## config.mk

```make
export PLATFORM = sky130hd
export DESIGN_NAME = bus_requester
export DESIGN_NICKNAME = d
export VERILOG_FILES = /design/src/rtl/bus_pkg.sv /design/src/rtl/bus_cmd_fifo.sv /design/src/rtl/bus_requester.sv
export SDC_FILE = /design/constraint.sdc
export NUM_CORES = 1
export LEC_CHECK = 0
export ABC_AREA = 1
export CAP_MARGIN = 0
export CORE_MARGIN = 4
export CORE_UTILIZATION = 45
export DETAILED_ROUTE_END_ITERATION = 16
export PLACE_DENSITY = 0.67
export SLEW_MARGIN = 20
export SYNTH_ARGS = -nofsm -noshare
export SYNTH_HDL_FRONTEND = slang
export SYNTH_HIERARCHICAL = 1
export SYNTH_SLANG_ARGS = --single-unit
```

## constraint.sdc

```tcl
create_clock -name clk -period 3.9 [get_ports clk]
set_input_delay 0.78 -clock clk [delete_from_list [all_inputs] [get_ports clk]]
set_output_delay 0.78 -clock clk [all_outputs]
set_load 0.05 [all_outputs]
```

## src/rtl/bus_pkg.sv

```systemverilog
// Shared definitions for the bus requester and its command queue.
package bus_pkg;

    localparam int BUS_ADDR_WIDTH  = 8;
    localparam int BUS_DATA_WIDTH  = 8;
    localparam int NUM_BUS_DEVICES = 4;

    // Requester FSM states.
    typedef enum logic [1:0] {
        IDLE    = 2'd0,
        REQ     = 2'd1,
        RD_WAIT = 2'd2
    } req_state_t;

    // One queued transfer command.
    typedef struct packed {
        logic                      write;
        logic [BUS_ADDR_WIDTH-1:0] addr;
        logic [BUS_DATA_WIDTH-1:0] data;
    } bus_cmd_t;

    localparam bus_cmd_t BUS_CMD_ZERO = {1'b0, {BUS_ADDR_WIDTH{1'b0}}, {BUS_DATA_WIDTH{1'b0}}};

endpackage

```

## src/rtl/bus_cmd_fifo.sv

```systemverilog
// Synchronous command queue. Pointers carry one extra wrap bit so that
// full and empty can be told apart when the index bits match.
// A push while full is taken only when the head leaves in the same cycle.
module bus_cmd_fifo import bus_pkg::*; #(
    parameter int DEPTH = 4
) (
    input  logic                     clk,
    input  logic                     reset_n,
    input  logic                     i_push,
    input  bus_cmd_t                 i_cmd,
    input  logic                     i_pop,
    output bus_cmd_t                 o_head,
    output logic                     o_empty,
    output logic                     o_full,
    output logic [$clog2(DEPTH):0]   o_count
);

    localparam int PTR_W = $clog2(DEPTH);

    bus_cmd_t         r_mem [DEPTH];
    logic [PTR_W:0]   r_wr_ptr;
    logic [PTR_W:0]   r_rd_ptr;
    logic             w_do_push;
    logic             w_do_pop;

    assign o_empty   = (r_wr_ptr == r_rd_ptr);
    assign o_full    = (r_wr_ptr[PTR_W] != r_rd_ptr[PTR_W]) &&
                       (r_wr_ptr[PTR_W-1:0] == r_rd_ptr[PTR_W-1:0]);
    assign o_count   = r_wr_ptr - r_rd_ptr;
    assign o_head    = r_mem[r_rd_ptr[PTR_W-1:0]];
    assign w_do_pop  = i_pop && !o_empty;
    assign w_do_push = i_push && (!o_full || w_do_pop);

    // Storage and pointer update; the head is read before the edge, so a
    // write into the slot being popped while full is safe.
    always_ff @(posedge clk or negedge reset_n) begin
        if (!reset_n) begin
            r_wr_ptr <= {(PTR_W+1){1'b0}};
            r_rd_ptr <= {(PTR_W+1){1'b0}};
            for (int i = 0; i < DEPTH; i++) begin
                r_mem[i] <= BUS_CMD_ZERO;
            end
        end else begin
            if (w_do_push) begin
                r_mem[r_wr_ptr[PTR_W-1:0]] <= i_cmd;
                r_wr_ptr <= r_wr_ptr + {{PTR_W{1'b0}}, 1'b1};
            end else begin
                r_wr_ptr <= r_wr_ptr;
            end
            if (w_do_pop) begin
                r_rd_ptr <= r_rd_ptr + {{PTR_W{1'b0}}, 1'b1};
            end else begin
                r_rd_ptr <= r_rd_ptr;
            end
        end
    end

endmodule

```

## src/rtl/bus_requester.sv

```systemverilog
// Device-side client of the round-robin bus arbiter: queues commands,
// requests the bus while work is pending, drives one word per grant and
// returns read data as a one-cycle response.
module bus_requester import bus_pkg::*; #(
    parameter int DATA_WIDTH = BUS_DATA_WIDTH,
    parameter int ADDR_WIDTH = BUS_ADDR_WIDTH,
    parameter int FIFO_DEPTH = 4
) (
    input  logic                  clk,
    input  logic                  reset_n,
    input  logic                  cmd_valid,
    output logic                  cmd_ready,
    input  logic                  cmd_write,
    input  logic [ADDR_WIDTH-1:0] cmd_addr,
    input  logic [DATA_WIDTH-1:0] cmd_data,
    output logic                  request,
    input  logic                  grant,
    output logic                  bus_valid,
    output logic                  bus_write,
    output logic [ADDR_WIDTH-1:0] bus_addr,
    output logic [DATA_WIDTH-1:0] bus_wdata,
    input  logic [DATA_WIDTH-1:0] bus_rdata,
    output logic                  rsp_valid,
    output logic [DATA_WIDTH-1:0] rsp_data,
    output logic                  spurious_grant
);

    localparam int CNT_W = $clog2(FIFO_DEPTH) + 1;

    req_state_t            r_state;
    logic                  r_rsp_valid;
    logic [DATA_WIDTH-1:0] r_rsp_data;
    logic                  r_spurious_grant;

    bus_cmd_t              w_push_cmd;
    bus_cmd_t              w_head;
    logic                  w_empty;
    logic                  w_full;
    logic [CNT_W-1:0]      w_count;
    logic                  w_beat;
    logic                  w_push;
    logic                  w_nonempty_next;

    assign w_push_cmd.write = cmd_write;
    assign w_push_cmd.addr  = BUS_ADDR_WIDTH'(cmd_addr);
    assign w_push_cmd.data  = BUS_DATA_WIDTH'(cmd_data);

    // A beat only happens when we are actually requesting; any other grant is spurious.
    assign w_beat    = grant && (r_state == REQ);
    // A full queue still takes a command in the cycle its head goes out on the bus.
    assign cmd_ready = !w_full || w_beat;
    assign w_push    = cmd_valid && cmd_ready;
    // Queue occupancy after this edge is non-zero.
    assign w_nonempty_next = w_push ||
                             (!w_empty && !(w_beat && (w_count == {{(CNT_W-1){1'b0}}, 1'b1})));

    bus_cmd_fifo #(
        .DEPTH (FIFO_DEPTH)
    ) u_fifo (
        .clk     (clk),
        .reset_n (reset_n),
        .i_push  (w_push),
        .i_cmd   (w_push_cmd),
        .i_pop   (w_beat),
        .o_head  (w_head),
        .o_empty (w_empty),
        .o_full  (w_full),
        .o_count (w_count)
    );

    assign request        = (r_state == REQ);
    assign bus_valid      = w_beat;
    assign bus_write      = w_beat ? w_head.write : 1'b0;
    assign bus_addr       = w_beat ? ADDR_WIDTH'(w_head.addr) : {ADDR_WIDTH{1'b0}};
    assign bus_wdata      = w_beat ? DATA_WIDTH'(w_head.data) : {DATA_WIDTH{1'b0}};
    assign rsp_valid      = r_rsp_valid;
    assign rsp_data       = r_rsp_data;
    assign spurious_grant = r_spurious_grant;

    // Request FSM with read-response capture and the sticky spurious-grant flag.
    always_ff @(posedge clk or negedge reset_n) begin
        if (!reset_n) begin
            r_state          <= IDLE;
            r_rsp_valid      <= 1'b0;
            r_rsp_data       <= {DATA_WIDTH{1'b0}};
            r_spurious_grant <= 1'b0;
        end else begin
            r_rsp_valid <= 1'b0;
            if (grant && (r_state != REQ)) begin
                r_spurious_grant <= 1'b1;
            end else begin
                r_spurious_grant <= r_spurious_grant;
            end
            case (r_state)
                IDLE: begin
                    if (w_nonempty_next) begin
                        r_state <= REQ;
                    end else begin
                        r_state <= IDLE;
                    end
                end
                REQ: begin
                    if (w_beat && !w_head.write) begin
                        r_state <= RD_WAIT;
                    end else if (w_nonempty_next) begin
                        r_state <= REQ;
                    end else begin
                        r_state <= IDLE;
                    end
                end
                RD_WAIT: begin
                    r_rsp_valid <= 1'b1;
                    r_rsp_data  <= bus_rdata;
                    if (w_nonempty_next) begin
                        r_state <= REQ;
                    end else begin
                        r_state <= IDLE;
                    end
                end
                default: begin
                    r_state <= IDLE;
                end
            endcase
        end
    end

endmodule
```

# Word level (Yosys, flattened, before mapping)
# Index checks and enable logic that the tools add are counted.
dict set report classes {
  add_sub_neg 3
  multipliers 0
  div 0
  order_cmp 3
  n_eq_ne 7
  n_shift 0
  n_mux 13
  bitwise 2
  reduce_logical 19
}
# operator n
set ops {}
lappend ops {{$bwmux 68} 1}
lappend ops {{$mux 17} 3}
lappend ops {{$bmux 17 s2} 1}
lappend ops {{$demux 17 s2} 1}
lappend ops {{$mux 8} 2}
lappend ops {{$logic_and 1x1->1} 10}
lappend ops {{$add 3x1->3 const B} 2}
lappend ops {{$ge 3x3->1 const B} 2}
lappend ops {{$not 2->3} 2}
lappend ops {{$logic_not 1->1} 4}
lappend ops {{$pmux 2 s2} 1}
lappend ops {{$eq 3x1->1 const B} 1}
lappend ops {{$eq 3x3->1} 1}
lappend ops {{$logic_or 1x1->1} 3}
lappend ops {{$lt 3x1->1 const B} 1}
lappend ops {{$mux 1} 3}
lappend ops {{$sub 3x3->3} 1}
lappend ops {{$eq 2x1->1 const B} 1}
lappend ops {{$eq 2x2->1} 1}
lappend ops {{$eq 2x2->1 const B} 1}
lappend ops {{$logic_not 2->1} 1}
lappend ops {{$mux 2} 1}
lappend ops {{$ne 2x1->1 const B} 1}
lappend ops {{$reduce_or 2->1} 1}
lappend ops {{$ne 1x1->1} 1}
dict set report word_totals {
  regBits 86
  latchBits 0
  ramBits 0
  romBits 0
  inputBits 29
  output_inout_bits 30
  wordCells 65
  n_memories 0
}

# Longest topological paths before layout
# Gate-level depths: netlist of the first run.
dict set report logic_depth {
  depth_word 9
  ltp_mapped 13
  mapped_depth_nobuf 10
}

# Modules after synthesis
# The synthesis of the first run kept the hierarchy.
# module instances cells_each area_each_um2
set modules_own_cells {}
lappend modules_own_cells {bus_cmd_fifo 1 454 3743.6}
lappend modules_own_cells {bus_requester 1 92 709.4}

# Worst setup path after synthesis of the first run
# Ideal clock, no wire load.
dict set report synth_path {
  path_type {register to output}
  startpoint {register u_fifo.r_rd_ptr[1]}
  endpoint {output port bus_addr[0]}
  t_arrival_ns 1.791
  slack_ns 1.329
  path_stages_with_launch 7
  n_path_buf 2
  cell_sequence {dfrtp_1 clkbuf_1 buf_1 o21ai_0 o22ai_1 inv_1 nor2_1}
}
# element line
set synth_rtl {}
lappend synth_rtl {{from (decl)} bus_cmd_fifo.sv:22} ;# logic [PTR_W:0] r_rd_ptr;
lappend synth_rtl {{from (signal assigned)} bus_cmd_fifo.sv:39} ;# r_rd_ptr <= {(PTR_W+1){1'b0}};
lappend synth_rtl {{from (signal assigned)} bus_cmd_fifo.sv:51} ;# r_rd_ptr <= r_rd_ptr + {{PTR_W{1'b0}}, 1'b1};
lappend synth_rtl {{from (signal assigned)} bus_cmd_fifo.sv:53} ;# r_rd_ptr <= r_rd_ptr;
lappend synth_rtl {{to (decl)} bus_requester.sv:20} ;# output logic [ADDR_WIDTH-1:0] bus_addr,

==> run_results.csv, run 1 <==
group,metric,value,unit
floorplanning,fp-row-count,36,
clock_tree,numCtsBuffers,9,
sta,fin_tns_setup,0,ns
sta,worst_pin_slew,1.035,ns
drt,avgViaCountPerCell,5.405,
yosys,synth_fa_ha_area_share,2.416,%
sta,fin_crit,3.129,ns
sta,finalSetupViolations,0,
critical_path,cp_max_fo,18,
cells_and_area,final_core_util,55.87,%
yosys,yosysSeqAreaShare,48.33,%
yosys,synth_top_area_cell,"dfrtp_1",
clock_tree,clk_latency,0.35,ns
sta,rsz0062_at_grt,"no",
placed_design,dpl.hpwl,7.172,mm
sta,timing.hold.ws,0.4300,ns
floorplanning,die_area,11550,um^2
clock_tree,cts_setup_buffers,0,
critical_path,crit_path_cell_trace,"buf_4 -> inv_1 -> buf_4 -> o21ai_0 -> o22ai_1 -> inv_1 -> nor2_1 -> buf_12",
yosys,syn_inst,546,
clock_tree,cts_resized,0,
clock_tree,clock_sinks,86,
grt,antenna_found_initial,0,
cells_and_area,area_growth_syn_to_layout,21.49,%
cells_and_area,drive_gt1_share,10.68,%
drt,ant_nets,0,
critical_path,required,3.12,ns
drt,wire_per_inst,16.11,um
critical_path,startpoint_type,"flop",
sta,finalCritPeriodShare,80.24,%
drt,dr.pass1.iters,5,
yosys,synth-xor-area-share,0.3934,%
drt,first_iter_violations,380,
yosys,muxShareOfSynthArea,0,%
clock_tree,clk_pin_slew,0.09,ns
yosys,synth_area_leaders,"dfrtp_1, nand2_1, nand4_1",
grt,grt_overflow,0,
grt,grt_max_degree,87,
floorplanning,start_util,45.98,%
sta,fmax,319.5,MHz
cells_and_area,fin_area,5410,um^2
critical_path,cp_slowest_stage_delay,0.58,ns
floorplanning,die_w,107.5,um
min_path,hold_path_class,"in -> async",
sta,max_slew_margin,30.97,%
cells_and_area,fin_nets,623,
drt,drc,0,
yosys,yosysUniqueCellTypes,26,
critical_path,worst_path_max_delay_cell,"dfrtp_1",
placed_design,placed_area,5218,um^2
critical_path,path_delay_family,"buffers and inverters",
yosys,synth.cell_area,4453,um^2
cells_and_area,final_common_cell,"nand2_1",
cells_and_area,fillers,888,
cells_and_area,diodes,0,
floorplanning,core,9684,um^2
critical_path,cp_num_buf_inv,5,
placed_design,io_buffers,58,
yosys,synth_top_area_share,48.33,%
yosys,synth_compound_area_share,6.743,%
drt,routed_wl,11.65,mm
drt,vias,3908,
sta,fin_worst_skew,0.007276,ns
critical_path,critPathCaptureType,"output port",
floorplanning,ios,59,
power,peakVddDrop,0.3472,mV
yosys,syn_avg_cell_area,8.156,um^2
yosys,synth_warnings,6,
clock_tree,clk_path_buf_depth,2,
job,maxCapViolCount,0,
yosys,synth_nets,583,
power,power_leakage,0.002663,uW
cells_and_area,multiInputGateArea,1938,um^2
yosys,synth_top_family_by_area,"simple AND/OR/NAND/NOR gates",
sta,hold_violations,0,
critical_path,critical_path_class,"reg -> out",
clock_tree,hold_buffers,0,
grt,grt_first_pass_wirelength,19.42,mm
yosys,ys_seq_elements,86,
cells_and_area,layout_common_cells,"nand2_1, dfrtp_1, nand4_1",
cells_and_area,seq_area,2152,um^2
floorplanning,die_h,107.5,um
placed_design,place.gp.congestion,0.7702,
clock_tree,cts_tree,"built",
clock_tree,clock-root-buffer,"clkbuf_8",
grt,grt_pass1_vias,3715,
sta,maxSlewViolCount,0,
clock_tree,htree_levels,3,
power,power.density,939.2,nW/um^2
grt,track_usage,21.07,%
critical_path,crit_arrival,2.35,ns
yosys,yosys.area_share.simple,33.80,%
run_status,status,"finished, final reports clean",
synth_stat cells (all sizes together):
cell    instances
o21bai          1
o21ai          35
nand4          69
nand3          10
dfrtp          86
buf            33
nand2         180
fa              1
xnor2           1
a21boi          1
o22ai          17
clkbuf          8
xor2            1
ha              7
nor2           62
inv            34
final cells by class:
class / instances / share of cell area, %
tap: 133 / 3.076
clock inverter: 4 / 0.8788
sequential: 86 / 39.78
inverter: 34 / 2.359
multi-input combinational: 385 / 35.82
timing repair buffer: 70 / 15.47
clock buffer: 11 / 2.613
worst paths after layout:
kind,from,end,slack (ns),depth (start not counted)
setup / recovery,u_fifo/r_rd_ptr[0]$_DFFE_PN0P_,bus_write,0.77,8
hold / removal,reset_n,u_fifo/r_wr_ptr[0]$_DFFE_PN0P_,0.43,1
setup reg to reg,r_state[1]$_DFF_PN0_,u_fifo/r_mem[7]$_DFFE_PN0P_,1.35,8
hold reg to reg,u_fifo/r_mem[44]$_DFFE_PN0P_,u_fifo/r_mem[44]$_DFFE_PN0P_,0.47,2
max in group asynchronous,reset_n,u_fifo/r_mem[7]$_DFFE_PN0P_,2.87,1
min in group clk,u_fifo/r_mem[44]$_DFFE_PN0P_,u_fifo/r_mem[44]$_DFFE_PN0P_,0.47,2
flip-flops by register name, indices dropped and copies added, names as in the netlist:
name and flops:
r_state 2, rsp_data 8, rsp_valid 1, spurious_grant 1, u_fifo/r_wr_ptr 3, u_fifo/r_mem 68
u_fifo/r_rd_ptr 3
where the power goes:
group          leakage, uW  internal [uW]  switching [uW]
Combinational      0.00150           1000            1910
Sequential         0.00107           1300             243
Clock            0.0000952            308             313
Total              0.00266           2610            2470
through the flow:
stage / cells / setup slack, ns / power (uW)
after floorplan: 546 / 1.329 / 3536
after global placement: 708 / 0.7086 / 4406
after detailed placement: 708 / 0.5987 / 4468
after CTS: 723 / 0.7689 / 5098
after global routing: 723 / 0.6261 / 5463
final: 723 / 0.7705 / 5081
logic make-up (layout without fill, tap and decap cells):
logic type / after synthesis / after routing
simple gates: 321 / 321
buf+inv: 75 / 119
fa+ha+maj: 8 / 8
compound gates: 54 / 54
flops: 86 / 86
xor+xnor: 2 / 2
metal layers:
layer	vias up	share of wire [%]	GRT usage [%]
li1	1880	-	-
met1	1876	47	30.88
met2	139	46	32.22
met3	13	5.9	3.119
met4	0	1.1	6.673
met5	-	0	0
(Power assumes the default switching activity.)
==> run 2, diff against run 1 <==
- clock period: 3.9 -> 2.9 ns (I/O delays scaled with it)
==> run 2 against run 1 <==
Effect of this change:
- setup slack lost 0.32 ns
- largest power group unchanged
- core utilization grew 1.6 points
- critical endpoint is now cmd_ready
- via count shrank 0.79%
==> run_results.csv, run 2 (same netlist as run 1, synthesis figures left out) <==
group,metric,value,unit
floorplanning,die_h,107.5,um
drt,vias,3877,
grt,antenna_found_initial,0,
job,maxCapViolCount,0,
run_status,status,"finished, final reports clean",
clock_tree,htree_levels,3,
critical_path,cp.depth,7,
floorplanning,die_w,107.5,um
clock_tree,cts_setup_buffers,0,
placed_design,dpl.hpwl,7.297,mm
sta,finalSetupViolations,0,
clock_tree,clk_latency,0.35,ns
floorplanning,fp-row-count,36,
clock_tree,cts_resized,0,
grt,grt_max_degree,55,
sta,rsz0062_at_grt,"no",
drt,met2WireLength,5.603,mm
clock_tree,clock-root-buffer,"clkbuf_8",
critical_path,crit_arrival,1.87,ns
critical_path,cp_slowest_stage_delay,0.36,ns
drt,drt-met1-wl,5.227,mm
critical_path,critical_path_class,"reg -> out",
sta,fin_tns_setup,0,ns
placed_design,place.gp.congestion,0.7872,
critical_path,critPathCaptureType,"output port",
critical_path,crit_top_cell,"nand2_1",
floorplanning,core,9684,um^2
cells_and_area,area_growth_syn_to_layout,24.95,%
power,power.total,7122,uW
power,power.internal,3759,uW
drt,dr.pass1.iters,5,
grt,track_usage,21.31,%
power,p_sw,3363,uW
power,switching_share,47.22,%
sta,fmax,407.8,MHz
critical_path,cp_num_buf_inv,3,
grt,grt_first_pass_wirelength,19.60,mm
floorplanning,die_area,11550,um^2
power,power.density,1280,nW/um^2
grt,grt_pass1_vias,3847,
power,clock_power_share,14.8,%
power,power_leakage,0.002741,uW
clock_tree,numCtsBuffers,9,
sta,hold_violations,0,
critical_path,cp_max_fo,18,
critical_path,rr_worst_depth,9,
sta,maxSlewViolCount,0,
cells_and_area,fin_nets,629,
drt,first_iter_violations,362,
critical_path,startpoint_type,"flop",
clock_tree,clk_path_buf_depth,2,
cells_and_area,drive_gt1_share,11.89,%
sta,max_slew_margin,50.92,%
placed_design,io_buffers,58,
drt,met3_wirelength,784,um
drt,drc,0,
cells_and_area,largest_reg_flops,68,
power,combPwrFrac,56.4,%
drt,routed_wl,11.71,mm
critical_path,path_delay_family,"simple AND/OR/NAND/NOR gates",
drt,ant_nets,0,
sta,fin_worst_skew,0.009870,ns
floorplanning,start_util,45.98,%
floorplanning,ios,59,
power,pwr-share-seq,28.8,%
critical_path,required,2.32,ns
sta,fin_crit,2.452,ns
critical_path,worst_path_max_delay_cell,"dfrtp_1",
cells_and_area,layout_common_cells,"nand2_1, dfrtp_1, nand4_1",
drt,wire_per_inst,16.04,um
sta,finalCritPeriodShare,84.55,%
sta,worst_pin_slew,0.7362,ns
power,peakVddDrop,0.5381,mV
clock_tree,cts_tree,"built",
critical_path,crit_path_cell_trace,"inv_1 -> buf_4 -> ha_1 -> nand2_1 -> nor2_1 -> nand2_1 -> buf_12",
cells_and_area,final_common_cell,"nand2_1",
cells_and_area,diodes,0,
clock_tree,clock_sinks,86,
min_path,hold_path_class,"in -> async",
clock_tree,clk_pin_slew,0.09,ns
grt,grt_overflow,0,
drt,avgViaCountPerCell,5.311,
clock_tree,hold_buffers,0,
cells_and_area,largest_register,"u_fifo/r_mem",
drt,top_layer_used,"met4",
[run 2: cell type report]
| class | count | area (um^2) |
|---|---|---|
| clock buffer | 9 | 123.9 |
| clock inverter | 7 | 127.6 |
| fill | 869 | 4120 |
| inverter | 34 | 127.6 |
| multi-input combinational | 385 | 1938 |
| sequential | 86 | 2152 |
| tap | 133 | 166.4 |
| timing repair buffer | 76 | 928.4 |
[run 2: power groups by stage]
stage | sequential [uW] | combinational (uW) | clock, uW
after global routing | 2120 | 4410 | 1130
after floorplan | 2200 | 2550 | 0
final | 2050 | 4020 | 1050
after global placement | 2060 | 3940 | 0
after detailed placement | 2070 | 4020 | 0
after CTS | 2050 | 4030 | 1080
[run 2: final timing paths]
| path | startpoint | to | slack [ns] |
|---|---|---|---|
| worst min register to register | u_fifo/r_mem[42]$_DFFE_PN0P_ | u_fifo/r_mem[42]$_DFFE_PN0P_ | 0.47 |
| worst min-delay path | reset_n | u_fifo/r_rd_ptr[1]$_DFFE_PN0P_ | 0.27 |
| worst max register to register | u_fifo/r_rd_ptr[1]$_DFFE_PN0P_ | u_fifo/r_mem[63]$_DFFE_PN0P_ | 0.59 |
| max in group asynchronous | reset_n | u_fifo/r_mem[12]$_DFFE_PN0P_ | 1.96 |
| min in group clk | u_fifo/r_mem[42]$_DFFE_PN0P_ | u_fifo/r_mem[42]$_DFFE_PN0P_ | 0.47 |
| worst max-delay path | u_fifo/r_rd_ptr[1]$_DFFE_PN0P_ | cmd_ready | 0.45 |
[run 2: metal layers]
metal / vias to the layer above / GRT usage [%]
met1: 1826 / 29.77
met3: 10 / 3.899
met2: 143 / 34.94
li1: 1898 / -
met4: 0 / 4.418
met5: - / 0
[run 2: per-stage QoR]
step	hold slack [ns]	utilization (%)	setup WS [ns]	area, um^2	cells
final	0.2744	57.45	0.4479	5564	730
after global placement	0.4483	54.86	0.3524	5313	714
after global routing	0.3415	57.45	0.2768	5564	730
after CTS	0.3048	57.45	0.4216	5564	730
after floorplan	0.2844	-	0.5291	4453	546
after detailed placement	0.4533	54.86	0.2915	5313	714
[run 2: worst register-to-register path: stages, from the launching register on]
cell	delay, ns
dfrtp_1	0.39
inv_1	0.06
buf_4	0.23
ha_1	0.27
nand2_1	0.10
nor2_1	0.09
a21boi_4	0.32
nand3_2	0.49
nand2_1	0.20
nand2_1	0.06
==> run 3, diff against run 2 <==
- PLACE_DENSITY: 0.67 -> 0.7
- clock period: 2.9 -> 2.1 ns (I/O delays scaled with it)
==> run 3 against run 2 <==
Effect of this change:
- the flow now finishes with violations (setup timing)
- clock power is 19% higher
- via count rose by 5.7%
- power up 45%
- critical path depth unchanged
- sequential power increased by 42%
- wire length up 5.4%
- setup slack worse by 0.51 ns
- clock-buffer cell count is 1 higher
- sequential cell count stayed put
- critical endpoint is now bus_wdata[3]
- highest routed layer unchanged
==> run_results.csv, run 3 (same netlist as run 1, synthesis figures left out) <==
group,metric,value,unit
clock_tree,hold_buffers,0,
sta,final.setup.worst_slack,-0.06301,ns
clock_tree,clock-root-buffer,"clkbuf_8",
run_status,violations,"setup timing",
critical_path,startpoint_type,"flop",
drt,dr.pass1.iters,5,
placed_design,io_buffers,58,
drt,wire_per_inst,16.52,um
clock_tree,clk_pin_slew,0.09,ns
grt,grt_first_pass_wirelength,19.78,mm
sta,rsz0062_at_grt,"yes",
clock_tree,cts_tree,"built",
drt,drc,0,
floorplanning,die_area,11550,um^2
clock_tree,clock_sinks,86,
grt,grt_max_degree,37,
power,power.density,1781,nW/um^2
critical_path,worst_path_max_delay_cell,"dfrtp_2",
floorplanning,core,9684,um^2
grt,grt_pass1_vias,3941,
clock_tree,clk_latency,0.37,ns
critical_path,crit_path_cell_trace,"clkinv_4 -> buf_8 -> o21ai_1 -> o22ai_1 -> inv_1 -> nor2_4 -> buf_6",
floorplanning,ios,59,
clock_tree,clk_path_buf_depth,2,
sta,timing.hold.ws,0.01808,ns
cells_and_area,fin_area,5814,um^2
placed_design,placed_area,5259,um^2
cells_and_area,area_growth_syn_to_layout,30.57,%
cells_and_area,final_cells,747,
sta,fin_worst_skew,0.01411,ns
cells_and_area,fillers,845,
drt,avgViaCountPerCell,5.485,
clock_tree,htree_levels,3,
critical_path,cp-endpoint,"bus_wdata[3]",
cells_and_area,largest_reg_flops,68,
cells_and_area,largest_register,"u_fifo/r_mem",
sta,max_slew_margin,66.69,%
floorplanning,fp-row-count,36,
sta,finalCritPeriodShare,103.0,%
critical_path,crit-reg2reg-launch,"u_fifo/r_rd_ptr[0]$_DFFE_PN0P_",
floorplanning,die_h,107.5,um
sta,fmax,462.3,MHz
placed_design,place.gp.congestion,0.8222,
power,peakVddDrop,0.7589,mV
critical_path,cp_max_fo,6,
job,maxCapViolCount,0,
sta,finalSetupViolations,6,
cells_and_area,fin_nets,648,
critical_path,r2r-end,"u_fifo/r_mem[38]$_DFFE_PN0P_",
drt,first_iter_violations,401,
cells_and_area,diodes,0,
min_path,hold_path_class,"in -> async",
cells_and_area,layout_common_cells,"nand2_1, dfrtp_1, nand4_1",
critical_path,reg2reg_slack,0.09,ns
cells_and_area,final_core_util,60.04,%
grt,grt_overflow,0,
sta,maxSlewViolCount,0,
drt,routed_wl,12.34,mm
critical_path,rr_worst_depth,10,
clock_tree,numCtsBuffers,9,
run_status,status,"finished with violations",
power,power_leakage,0.002844,uW
sta,worst_pin_slew,0.4981,ns
cells_and_area,drive_gt1_share,19.71,%
critical_path,critPathCaptureType,"output port",
critical_path,required,1.68,ns
critical_path,cp_slowest_stage_delay,0.48,ns
floorplanning,die_w,107.5,um
placed_design,dpl.hpwl,7.752,mm
floorplanning,start_util,45.98,%
critical_path,setup.worst_path.start,"u_fifo/r_rd_ptr[0]$_DFFE_PN0P_",
sta,fin_crit,2.163,ns
sta,hold_violations,0,
grt,track_usage,21.73,%
critical_path,critical_path_class,"reg -> out",
cells_and_area,final_common_cell,"nand2_1",
drt,ant_nets,0,
placed_design,place_inst,727,
critical_path,crit_arrival,1.74,ns
drt,vias,4097,
grt,antenna_found_initial,0,
[run 3: how the worst min path moves through the flow]
| stage | from | to | cells past startpoint |
|---|---|---|---|
| finish | reset_n | rsp_valid$_DFF_PN0_ | 1 |
| global route | reset_n | u_fifo/r_wr_ptr[2]$_DFFE_PN0P_ | 1 |
| CTS | reset_n | rsp_data[6]$_DFFE_PN0P_ | 1 |
| detailed placement | reset_n | u_fifo/r_wr_ptr[2]$_DFFE_PN0P_ | 1 |
| global placement | reset_n | u_fifo/r_rd_ptr[2]$_DFFE_PN0P_ | 1 |
| floorplan | reset_n | r_state[0]$_DFF_PN0_ | 0 |
[run 3: final cells by class]
type / count / area, um^2 / share of cell area [%]
inverter: 34 / 138.9 / 2.389
timing repair buffer: 95 / 1105 / 19.00
tap: 133 / 166.4 / 2.862
clock buffer: 10 / 127.6 / 2.195
multi-input combinational: 385 / 2048 / 35.23
sequential: 86 / 2155 / 37.06
clock inverter: 4 / 73.82 / 1.270
[run 3: layer usage]
metal | up-vias | global-route usage [%] | routed length [um]
met5 | - | 0 | 0
met4 | 0 | 8.115 | 195
met3 | 15 | 3.719 | 769
met2 | 150 | 34.45 | 5905
met1 | 2006 | 30.00 | 5472
li1 | 1926 | - | -
[run 3: through the flow]
stage / setup slack, ns / power [uW] / TNS [ns]
3_3_place_gp: -0.005775 / 8099 / -0.01584
5_1_grt: -0.1386 / 11060 / -1.423
3_5_place_dp: -0.04943 / 8254 / -1.098
2_1_floorplan: 0.03392 / 6644 / 0
4_1_cts: -0.05050 / 9696 / -0.2398
6_report: -0.06301 / 10350 / -0.1787
[run 3: power breakdown]
group,switching (uW),internal (uW)
sequential,493,2420
combinational,3850,2340
clock,594,658
total,4930,5420
[run 3: critical path: cells and delay by family (launching register included)]
family | cells | cell delay (ns)
AOI/OAI and AO/OA | 2 | 0.28
DFF | 1 | 0.48
buffers and inverters | 4 | 0.57
and+or+nand+nor | 1 | 0.05
[run 3: what timing repair did]
action	in CTS	in global routing
setup endpoints to repair	18	18
pin swaps	1	26
gates resized for setup	21	66
buffers inserted	1	1
gates cloned	0	4
